`config.mk`:
```
export PLATFORM = sky130hd
export DESIGN_NAME = regfile_scoreboard
export DESIGN_NICKNAME = d
export VERILOG_FILES = /design/src/rtl/regfile_scoreboard_pkg.sv /design/src/rtl/regfile_pend_ctr.sv /design/src/rtl/regfile_scoreboard.sv
export SDC_FILE = /design/constraint.sdc
export NUM_CORES = 2
export LEC_CHECK = 0
export CAP_MARGIN = 30
export CORE_MARGIN = 3
export CORE_UTILIZATION = 40
export DETAILED_ROUTE_END_ITERATION = 8
export PLACE_DENSITY_LB_ADDON = 0.12
export SLEW_MARGIN = 10
export SYNTH_ARGS = -nofsm -noshare
export SYNTH_HDL_FRONTEND = slang
export SYNTH_SLANG_ARGS = --single-unit
```
`constraint.sdc`:
```
create_clock -name clk -period 4.8 [get_ports clk]
set_input_delay 0.96 -clock clk [delete_from_list [all_inputs] [get_ports clk]]
set_output_delay 0.96 -clock clk [all_outputs]
set_load 0.02 [all_outputs]
```
`src/rtl/regfile_scoreboard_pkg.sv`:
```
// Shared types and default sizes for the integer register file and its
// in-flight-write scoreboard.
package regfile_scoreboard_pkg;

    typedef logic [4:0]  u5;
    typedef logic [63:0] u64;

    localparam int NREGS  = 32;
    localparam int PEND_W = 2;

    typedef logic [PEND_W-1:0] pend_t;

endpackage

```
`src/rtl/regfile_pend_ctr.sv`:
```
// One per-register pending-write counter. Counts destinations that have been
// issued but not yet written back. The decrement is ignored when the count is
// already zero, so a writeback with no reservation cannot underflow it.
// Flush clears the count and takes priority over increment and decrement.
module regfile_pend_ctr #(
    parameter int W = regfile_scoreboard_pkg::PEND_W
) (
    input  logic         clk,
    input  logic         rst,
    input  logic         inc,
    input  logic         dec,
    input  logic         flush,
    output logic [W-1:0] count,
    output logic         last
);

    logic [W-1:0] count_q;
    logic [W-1:0] count_d;
    logic         dec_eff;

    // Next count: flush wins; a simultaneous inc and dec cancel out.
    always_comb begin
        dec_eff = dec && (count_q != '0);
        count_d = count_q;
        if (flush) begin
            count_d = '0;
        end else if (inc && !dec_eff) begin
            count_d = count_q + W'(1);
        end else if (dec_eff && !inc) begin
            count_d = count_q - W'(1);
        end
    end

    // Counter register, cleared immediately by the asynchronous reset.
    always_ff @(posedge clk or negedge rst) begin
        if (!rst) begin
            count_q <= '0;
        end else begin
            count_q <= count_d;
        end
    end

    assign count = count_q;
    assign last  = (count_q == W'(1));

endmodule

```
`src/rtl/regfile_scoreboard.sv`:
```
// Architectural integer register file (x0 hard-wired to zero) with a
// per-register scoreboard of outstanding writes. Reads bypass the writeback
// port in the same cycle. Stall is raised for a RAW hazard on a consumed
// source, or when an issued destination's counter is already full.
module regfile_scoreboard #(
    parameter int NREGS  = regfile_scoreboard_pkg::NREGS,
    parameter int PEND_W = regfile_scoreboard_pkg::PEND_W
) (
    input  logic        clk,
    input  logic        rst,
    input  logic        wbEn,
    input  logic [4:0]  wd,
    input  logic [63:0] wbData,
    input  logic        flush,
    input  logic [4:0]  ra1,
    input  logic [4:0]  ra2,
    input  logic        use1,
    input  logic        use2,
    output logic [63:0] rd1,
    output logic [63:0] rd2,
    input  logic        issueEn,
    input  logic        issueWr,
    input  logic [4:0]  issueRd,
    output logic        stall
);

    import regfile_scoreboard_pkg::*;

    localparam logic [PEND_W-1:0] PEND_MAX = '1;

    u64                regs_q [NREGS];
    u64                regs_d [NREGS];
    logic [PEND_W-1:0] pend   [NREGS];
    logic              last_v [NREGS];
    logic [NREGS-1:1]  inc;
    logic [NREGS-1:1]  dec;
    logic              busy1;
    logic              busy2;
    logic              sat_stall;

    // Next register contents: single writeback port, writes to x0 dropped.
    always_comb begin
        regs_d = regs_q;
        if (wbEn && (wd != 5'd0)) begin
            regs_d[wd] = wbData;
        end
    end

    // Register storage; reset clears every entry at once.
    always_ff @(posedge clk or negedge rst) begin
        if (!rst) begin
            for (int i = 0; i < NREGS; i++) begin
                regs_q[i] <= '0;
            end
        end else begin
            regs_q <= regs_d;
        end
    end

    // Operand reads with same-cycle writeback bypass; x0 always reads zero.
    always_comb begin
        rd1 = '0;
        rd2 = '0;
        if (ra1 != 5'd0) begin
            rd1 = (wbEn && (wd == ra1)) ? wbData : regs_q[ra1];
        end
        if (ra2 != 5'd0) begin
            rd2 = (wbEn && (wd == ra2)) ? wbData : regs_q[ra2];
        end
    end

    // Per-register reserve/retire strobes. An issue squashed by flush or held
    // by stall does not reserve its destination.
    always_comb begin
        inc = '0;
        dec = '0;
        for (int r = 1; r < NREGS; r++) begin
            inc[r] = issueEn && issueWr && (issueRd == r[4:0]) && !stall && !flush;
            dec[r] = wbEn && (wd == r[4:0]);
        end
    end

    assign pend[0]   = '0;
    assign last_v[0] = 1'b0;

    for (genvar g = 1; g < NREGS; g++) begin : g_pend
        regfile_pend_ctr #(
            .W(PEND_W)
        ) u_ctr (
            .clk  (clk),
            .rst  (rst),
            .inc  (inc[g]),
            .dec  (dec[g]),
            .flush(flush),
            .count(pend[g]),
            .last (last_v[g])
        );
    end

    // Hazard detection. The last outstanding write retiring this cycle is
    // covered by the bypass, so it does not stall. A full counter stalls a new
    // issue unless a writeback to the same register frees a slot this cycle.
    always_comb begin
        busy1 = use1 && (ra1 != 5'd0) && (pend[ra1] != '0)
                && !(wbEn && (wd == ra1) && last_v[ra1]);
        busy2 = use2 && (ra2 != 5'd0) && (pend[ra2] != '0)
                && !(wbEn && (wd == ra2) && last_v[ra2]);
        sat_stall = issueEn && issueWr && (issueRd != 5'd0)
                    && (pend[issueRd] == PEND_MAX)
                    && !(wbEn && (wd == issueRd));
        stall = (busy1 || busy2 || sat_stall) && !flush;
    end

endmodule
```
---- Word-level counts from Yosys, hierarchy flattened ----
Cells that the tools add are included.
storage, ports and cells
  register bits after elaboration ......... 2,110
  bits in latches ......................... 0
  RAM bits ................................ 0
  bits in read-only memories .............. 0
  bits of input ports ..................... 92
  output and inout port bits .............. 129
  logic and storage cells ................. 724
  memories ................................ 0
operators by class
  $add $sub $neg .......................... 62
  $mul .................................... 0
  div/mod/pow operators ................... 0
  magnitude comparators ................... 5
  eq/ne operators ......................... 97
  shifts and indexed selects .............. 0
  muxes and demuxes ....................... 121
  bitwise operators ....................... 4
  reductions and logical operators ........ 372
operators by type and width
  cell                                                                           number
  2048-bit bitwise mux                                                           1
  64-bit binary-select mux with 5-bit select                                     2
  64-bit 2-to-1 mux                                                              9
  64-bit demux with 5-bit select                                                 1
  1-bit logical AND                                                              235
  2-bit 2-to-1 mux                                                               99
  5-bit equality test (second input constant)                                    32
  3-bit nonzero test                                                             31
  5-bit by 4-bit equality test with 1-bit output (second input constant)         16
  1-bit zero test                                                                67
  2-bit nonzero test                                                             33
  2-bit by 1-bit adder with 2-bit output (second input constant)                 31
  2-bit by 1-bit equality test with 1-bit output (second input constant)         31
  2-bit by 1-bit subtractor with 2-bit output (second input constant)            31
  5-bit by 3-bit equality test with 1-bit output (second input constant)         8
  2-bit binary-select mux with 5-bit select                                      3
  6-bit greater-or-equal comparator (second input constant)                      4
  5-bit inverter with 6-bit output                                               4
  5-bit by 2-bit equality test with 1-bit output (second input constant)         4
  5-bit nonzero test                                                             4
  5-bit equality test                                                            3
  1-bit binary-select mux with 5-bit select                                      2
  5-bit by 1-bit equality test with 1-bit output (second input constant)         2
  6-bit by 1-bit less-than comparator with 1-bit output (second input constant)  1
  3 further kinds                                                                7

---- Longest topological paths before layout ----
  depth in word-level cells ............... 18
  mapped depth ............................ 13
  mapped depth without buffers ............ 11

---- Hierarchy ----
A second synthesis with hierarchy kept.
second synthesis, totals
  cells, all modules ...................... 9,430
  area, all modules ....................... 115,876.1 µm²
modules (own cells, without submodules)
  module              times used  cells an instance  area an instance (µm²)  sequential area each (µm²)
  regfile_scoreboard  1           8,934              111,105.3               51,249.2
  regfile_pend_ctr    31          16                 153.9                   50.0

---- Worst setup path before layout ----
Ideal clock, no wire load.
  path type ............................... input to output
  from .................................... input port ra2[0]
  to ...................................... output port rd2[0]
  arrival time ............................ 3.551 ns
  data required time ...................... 3.840 ns
  path slack .............................. 0.289 ns
  stages on the path ...................... 8
  buffers on the path ..................... 4
  path through ............................ buf_2 -> clkbuf_1 -> clkbuf_1 -> buf_1 -> mux4_2 -> mux4_2 -> mux2i_1 -> a211oi_1
between the ends
  longest elaborated chain between the ends .. 6
  elaborated cells on any way between the ends .. 9
  classes of those cells .................. eq/ne: 1; mux: 5; bitwise: 1; reduce/logical: 2
RTL lines
  item                                                    RTL line                  source
  start: declaration                                      regfile_scoreboard.sv:16  input logic [4:0] ra2,
  5-bit inverter with 6-bit output (implied by the code)  regfile_scoreboard.sv:68  rd2 = (wbEn && (wd == ra2)) ? wbData : regs_q[ra2];
  64-bit binary-select mux with 5-bit select              regfile_scoreboard.sv:68
  64-bit 2-to-1 mux (implied by the code) (2 in a row)    regfile_scoreboard.sv:68
  64-bit 2-to-1 mux                                       regfile_scoreboard.sv:68
  64-bit 2-to-1 mux *                                     regfile_scoreboard.sv:67  if (ra2 != 5'd0) begin
  end: declaration                                        regfile_scoreboard.sv:20  output logic [63:0] rd2,
Every way passes the cells marked *; elsewhere a longest branch is shown, timed or not. The select of a mux whose other input is x is not followed.

---- Final worst setup path ----
  from .................................... input port ra1[0]
  to ...................................... output port rd1[1]
between the ends
  longest elaborated chain between the ends .. 6
  elaborated cells on any way between the ends .. 9
  classes of those cells .................. eq/ne: 1; mux: 5; bitwise: 1; reduce/logical: 2
RTL lines
  item                                                    RTL line                  source
  start: declaration                                      regfile_scoreboard.sv:15  input logic [4:0] ra1,
  5-bit inverter with 6-bit output (implied by the code)  regfile_scoreboard.sv:65  rd1 = (wbEn && (wd == ra1)) ? wbData : regs_q[ra1];
  64-bit binary-select mux with 5-bit select              regfile_scoreboard.sv:65
  64-bit 2-to-1 mux (implied by the code) (2 in a row)    regfile_scoreboard.sv:65
  64-bit 2-to-1 mux                                       regfile_scoreboard.sv:65
  64-bit 2-to-1 mux *                                     regfile_scoreboard.sv:64  if (ra1 != 5'd0) begin
  end: declaration                                        regfile_scoreboard.sv:19  output logic [63:0] rd1,
Marks and branches as above.

==> impl_metrics.toml <==
[status]
status = "complete, no violations"

[critical_path]
critPathCaptureType = "output port"
rrSetupSlack_ns = 1.06
crit_buf_inv = 4
worstPathMaxFanout = 22
arrival_ns = 3.77
path_cells = "buf_12 -> buf_12 -> buf_4 -> mux4_2 -> mux4_2 -> mux2i_1 -> a211oi_1 -> clkdlybuf4s50_1"
crit_family = "multiplexers"
start_kind = "primary input"
cp_slowest_cell = "clkdlybuf4s50_1"
regToRegStartpoint = "g_pend[3].u_ctr.count[1]"
crit_type = "in2out"
max_stage_delay_ns = 0.56
reg2regPathDepth = 15
required_ns = 3.84
r2r-end = "g_pend[13].u_ctr.count[1]"

[finish]
fin_nets = 7804
fill_cells = 24400
drive_above_1_share = 0.561
syn2layout_area_growth_pct = 17.3
fin_cells = 11600
fin_area_um2 = 135000
final_util = 0.473

[placed_design]
dpl-instance-area_um2 = 126000
place_congestion = 0.899
portBuffers = 220
dp_cells = 11200
dpl.hpwl_um = 230000

[routing]
drt_pass1_iterations = 5
ant_nets = 0
drtIter0Drc = 6030
drc = 0
vias = 72400
drt-total-wl_um = 381000
wl_per_cell_um = 32.8
vias_per_cell = 6.23

[sta]
hold_violations = 0
whs_ns = 0.392
grt_setup_unrepaired = "true"
maxSlewViolCount = 0
period_minus_slack_ns = 4.73
maxSlewHeadroom = 0.256
fmax_mhz = 212
clock_skew_ns = 0.0324
finalCritPeriodShare = 0.985
tns_ns = 0
setup_viol = 0
worst_pin_slew_ns = 1.12

[clock_network]
cts_num_sinks = 2110
cts_root_buf = "clkbuf_16"
tritoncts = "built"
cts_max_level = 4
cts_buffer_depth = 4
insertion_delay_ns = 0.93
clk_pin_slew_ns = 0.06
cts_made_buffers = 242

[die]
pin_count = 221
die_area_um2 = 295000
die_h_um = 543
core_um2 = 286000
start_util = 0.403
rows = 196
die_w_um = 543

[worst_hold_path]
hold_path_class = "reg2reg"
holdCritStartpoint = "regs_q[2024]"
holdPathStages = 0
hold_end = "regs_q[2024]"

[power]
p_leak_nw = 57.7
pwr-share-comb = 0.223
p_int_w = 0.0403
p_switching_w = 0.0150
pwr-share-clk = 0.353
ir_worst_vdd_mv = 0.321
sw_frac_of_total = 0.272
p_seq_frac = 0.424
power_density_nw_per_um2 = 409

[logic_synthesis]
synthCells = 7406
ys_warn_count = 0
synth-edff-count = 0
async_flop_share = 1.00
ys_seq_area_frac = 0.458
synth_area_leaders = "dfrtp_1, mux4_2, mux2_2"
synth_top_area_cell = "dfrtp_1"
ys_ff_latch = 2110
syn_area_um2 = 115000
yosysTopAreaCellShare = 0.458
synth_cell_types = 76
syn_nets = 7560
synth_flop_cell = "dfrtp_1"
avgSynthCellArea_um2 = 15.6

[grt]
grt_max_degree = 147
track_usage = 0.257
grt_first_pass_wirelength_um = 556000
grt_pass1_vias = 76000
overflow = 0
antenna_found_initial = 7

[job]
maxCapViolCount = 0
-- kinds of logic (layout without fill, tap and decap cells) --
| logic type | count (synthesis) | after routing | share of synthesized area |
|---|---|---|---|
| AOI/OAI and AO/OA | 313 | 313 | 0.0192 |
| xor gates and xnor gates | 75 | 75 | 0.00570 |
| adders and majority gates | 70 | 70 | 0.00744 |
| buffers and inverters | 930 | 1373 | 0.0311 |
| DFF | 2110 | 2110 | 0.458 |
| muxes | 3433 | 3433 | 0.459 |
| other | 0 | 4 | 0 |
| and+or+nand+nor | 475 | 475 | 0.0190 |
-- worst register-to-register path: stages, from the launching register on --
cell and delay [ns]:
dfrtp_1 0.42, inv_1 0.19, ha_1 0.23, mux2i_1 0.10, nor3b_1 0.25, a2111oi_2 0.09
buf_4 0.15, a211oi_1 0.28, nor4_2 0.09, buf_4 0.17, buf_4 0.13, nor3_2 0.33
buf_4 0.26, nand3_1 0.20, maj3_1 0.39, a221oi_1 0.33
-- power by group through the flow --
stage,registers (W),clock network (W),logic (W)
finish,0.0235,0.0195,0.0123
global route,0.0239,0.0207,0.0131
CTS,0.0234,0.0199,0.0125
detailed placement,0.0237,0,0.0124
global placement,0.0235,0,0.0122
floorplan,0.0228,0,0.00870
-- registers in the layout (all words and copies together) (netlist names) --
name                flops
regs_q               2048
g_pend.u_ctr.count     62
-- synthesized netlist by cell type, drive strengths merged (62+ instances only) --
cell type / instances
inv: 73
xnor2: 63
clkbuf: 688
mux2i: 154
mux2: 1995
ha: 62
nor2: 221
dfrtp: 2110
mux4: 1284
buf: 168
nand2: 73
a211oi: 127
-- area by class of cell --
class / instances / area, um^2 / area share
clock inverter: 97 / 1250 / 0.00922
antenna: 4 / 10.0 / 0.0000740
clock buffer: 346 / 7090 / 0.0524
tap: 3762 / 4710 / 0.0348
sequential: 2110 / 52800 / 0.391
inverter: 74 / 293 / 0.00217
timing repair buffer: 856 / 9900 / 0.0732
multi-input combinational: 4366 / 59200 / 0.438
-- timing repair --
| item | 4_1_cts | 5_1_grt |
|---|---|---|
| endpoints found under the setup margin | 35 | 57 |
| setup buffers | 3 | 0 |
| resized for setup | 25 | 62 |
| cloned | 1 | 1 |
| pin swaps | 2 | 0 |
| hold endpoints to repair | 32 | 0 |
| hold buffers | 1 | 0 |
-- how the worst max path moves through the flow --
stage | startpoint | cells after the start | end
3_5_place_dp | wd[3] | 10 | rd1[29]
5_1_grt | wd[3] | 11 | rd1[2]
6_report | ra1[0] | 8 | rd1[1]
3_3_place_gp | wd[3] | 10 | rd1[29]
2_1_floorplan | ra2[0] | 8 | rd2[0]
4_1_cts | wd[4] | 9 | rd2[47]
-- layout by cell type, fill, tap and decap left out, types with 9 or more instances in the layout --
cell	netlist	routed
dfrtp_1	2110	2109
xor2_1	12	12
o211ai_1	14	14
nor2_4	0	9
xnor2_1	63	63
mux2_2	1994	1994
mux2i_1	154	149
nand2_4	0	9
bufinv_16	0	25
nor2_1	221	212
nand3_1	57	55
clkbuf_8	0	61
a21oi_1	44	43
ha_1	62	62
clkinv_2	0	49
inv_1	73	72
buf_4	3	427
o21ai_0	41	40
clkinvlp_4	0	11
dlymetal6s2s_1	0	49
nand2_1	73	64
buf_12	0	213
clkbuf_1	688	42
nor4_1	15	11
nor2b_1	11	11
a31oi_1	10	10
clkbuf_16	0	245
a221oi_1	12	12
clkdlybuf4s50_1	0	144
a211oi_1	126	121
nor3_1	37	35
mux4_2	1284	1284
-- metrics by stage --
stage | power (W) | setup WS (ns)
final | 0.0553 | 0.0729
after global placement | 0.0357 | -0.577
after global routing | 0.0577 | -0.0312
after detailed placement | 0.0361 | -0.572
after CTS | 0.0558 | 0.00100
after floorplan | 0.0315 | 0.289
-- per-layer routing --
metal  global-route usage  part of all wire  vias up
li1                     -                 -    29300
met1                0.370              0.44    40300
met2                0.409              0.47     2205
met3               0.0366             0.053      516
met4               0.0719             0.029        2
met5                    0          0.000018        -
Power figures use the tool's default switching activity.
==> patch: new RTL, same settings <==
Set the package constant `NREGS` to 16 (it was 32).
--- a/src/rtl/regfile_scoreboard_pkg.sv
+++ b/src/rtl/regfile_scoreboard_pkg.sv
@@ -7,3 +7,3 @@
 
-    localparam int NREGS  = 32;
+    localparam int NREGS  = 16;
     localparam int PEND_W = 2;
Function: not settled (the Yosys comparison gave no result); the edit may change what the design does.
==> patch against the unedited design <==
Non-clock buffer count fell by 427. Sequential cell count is 1056 lower. Cell area decreased by 50%. Worst setup slack gained 43 ps. Cell count decreased by 49%. Global-route usage shrank 2.2 points. Synthesized cell count fell by 48%. Total power is 51% lower. Sequential power fell by 51%. Critical path type unchanged. Wire length down 54%. Combinational power fell by 48%. Die area shrank 49%. Synthesized area down 50%.
==> patch: results (changes against the unedited design) <==
viasPerCell: 6.01  # was 6.23
grt_pass1_wl_um: 264000  # was 556000 µm
routed.top_layer: "met4"  # was met5
syn_nets: 4005  # was 7560
cts_htree_levels: 3  # was 4
irDropWorstVdd_uv: 281  # was 321 µV
clock_sinks: 1054  # was 2110
holdWs_ps: 206  # was 392 ps
synth_adder_area_share_pct: 0.687  # was 0.744%
wl_met1_um: 78100  # was 169000 µm
cts-buffers-inserted: 121  # was 242
synth_compound_area_share_pct: 2.03  # was 1.92%
hpwl_um: 103000  # was 230000 µm
largest_reg_flops: 1024  # was 2048
p_leak_nw: 28.2  # was 57.7 nW
clockBufferDepth: 3  # was 4
vias: 35900  # was 72.4k
routedWlPerCell_um: 29.3  # was 32.8 µm
synthCells: 3883  # was 7406
grt_pass1_vias: 38100  # was 76.0k
grt_use_total_pct: 23.5  # was 25.7%
dr_wl_met3_um: 7000  # was 20200 µm
grt_use_met3_pct: 3.34  # was 3.66%
grt_max_degree: 114  # was 147
cts_setup_buffers: 0  # was 3
area.sequential_um2: 26400  # was 52800 µm²
crit_start: "flush"  # was ra1[0]
clockBufferCount: 191  # was 346
multi_input_area_share_pct: 44.2  # was 43.8%
clock_latency_ps: 740  # was 930 ps
synth_top_cells_by_area: "dfrtp_1 46%, mux4_2 25%, mux2_2 19%"  # unchanged
inverters: 35  # was 74
maxSlewHeadroom_pct: 30.2  # was 25.6%
pg_clk_mw: 9.06  # was 19.5 mW
critPathArrivalTime_ps: 3720  # was 3770 ps
synth_cell_types: 63  # was 76
fin_skew_ps: 26.5  # was 32.4 ps
bufAreaShareNonClock_pct: 7.22  # was 7.32%
drtIter0Drc: 2451  # was 6030
switching_share_pct: 27.5  # was 27.2%
placed_cells: 5758  # was 11.2k
drive_gt1_share_pct: 50.6  # was 56.1%
internal_power_mw: 19.6  # was 40.3 mW
fmax_mhz: 214  # was 212 MHz
status: "finished, final reports clean"  # unchanged
design_area_um2: 67400  # was 135000 µm²
rrSetupSlack_ps: 1650  # was 1060 ps
preCtsSetupSlack_ps: -84.8  # was -572 ps
wl_met2_um: 85500  # was 180000 µm
synthTopCellsByCount: "1054 x dfrtp_1, 971 x mux2_2, 648 x mux4_2"  # was 2110 x dfrtp_1, 1994 x mux2_2, 1284 x mux4_2
patch: changes by cell type after synthesis, sizes merged, moves of 181 or more:
cell    delta
dfrtp   -1056
nand2    +211
nor2     -181
clkbuf   -335
mux2    -1024
mux4     -636
patch: what timing repair did:
action                                  CTS  global route
endpoints found under the setup margin    2            27
hold buffers                              0             0
endpoints found under the hold margin     0             0
gates resized for setup                   2             2
pin swaps                                 0             1
patch: worst paths after layout:
check | end | cells past startpoint
max in group asynchronous | regs_q[357]$_DFFE_PN0P_ | 2
worst max register to register | g_pend[14].u_ctr.count[1]$_DFFE_PN0P_ | 11
worst min register to register | regs_q[963]$_DFFE_PN0P_ | 0
worst max-delay path | stall | 8
min in group clk | regs_q[963]$_DFFE_PN0P_ | 0
worst min-delay path | g_pend[8].u_ctr.count[0]$_DFFE_PN0P_ | 1
patch: critical path: stages:
cell and delay, ps:
clkdlybuf4s50_1 680, nand4b_1 170, nor3_1 90, a2bb2oi_1 320
a211oi_1 130, or3_1 390, or3_1 410, clkdlybuf4s50_1 560
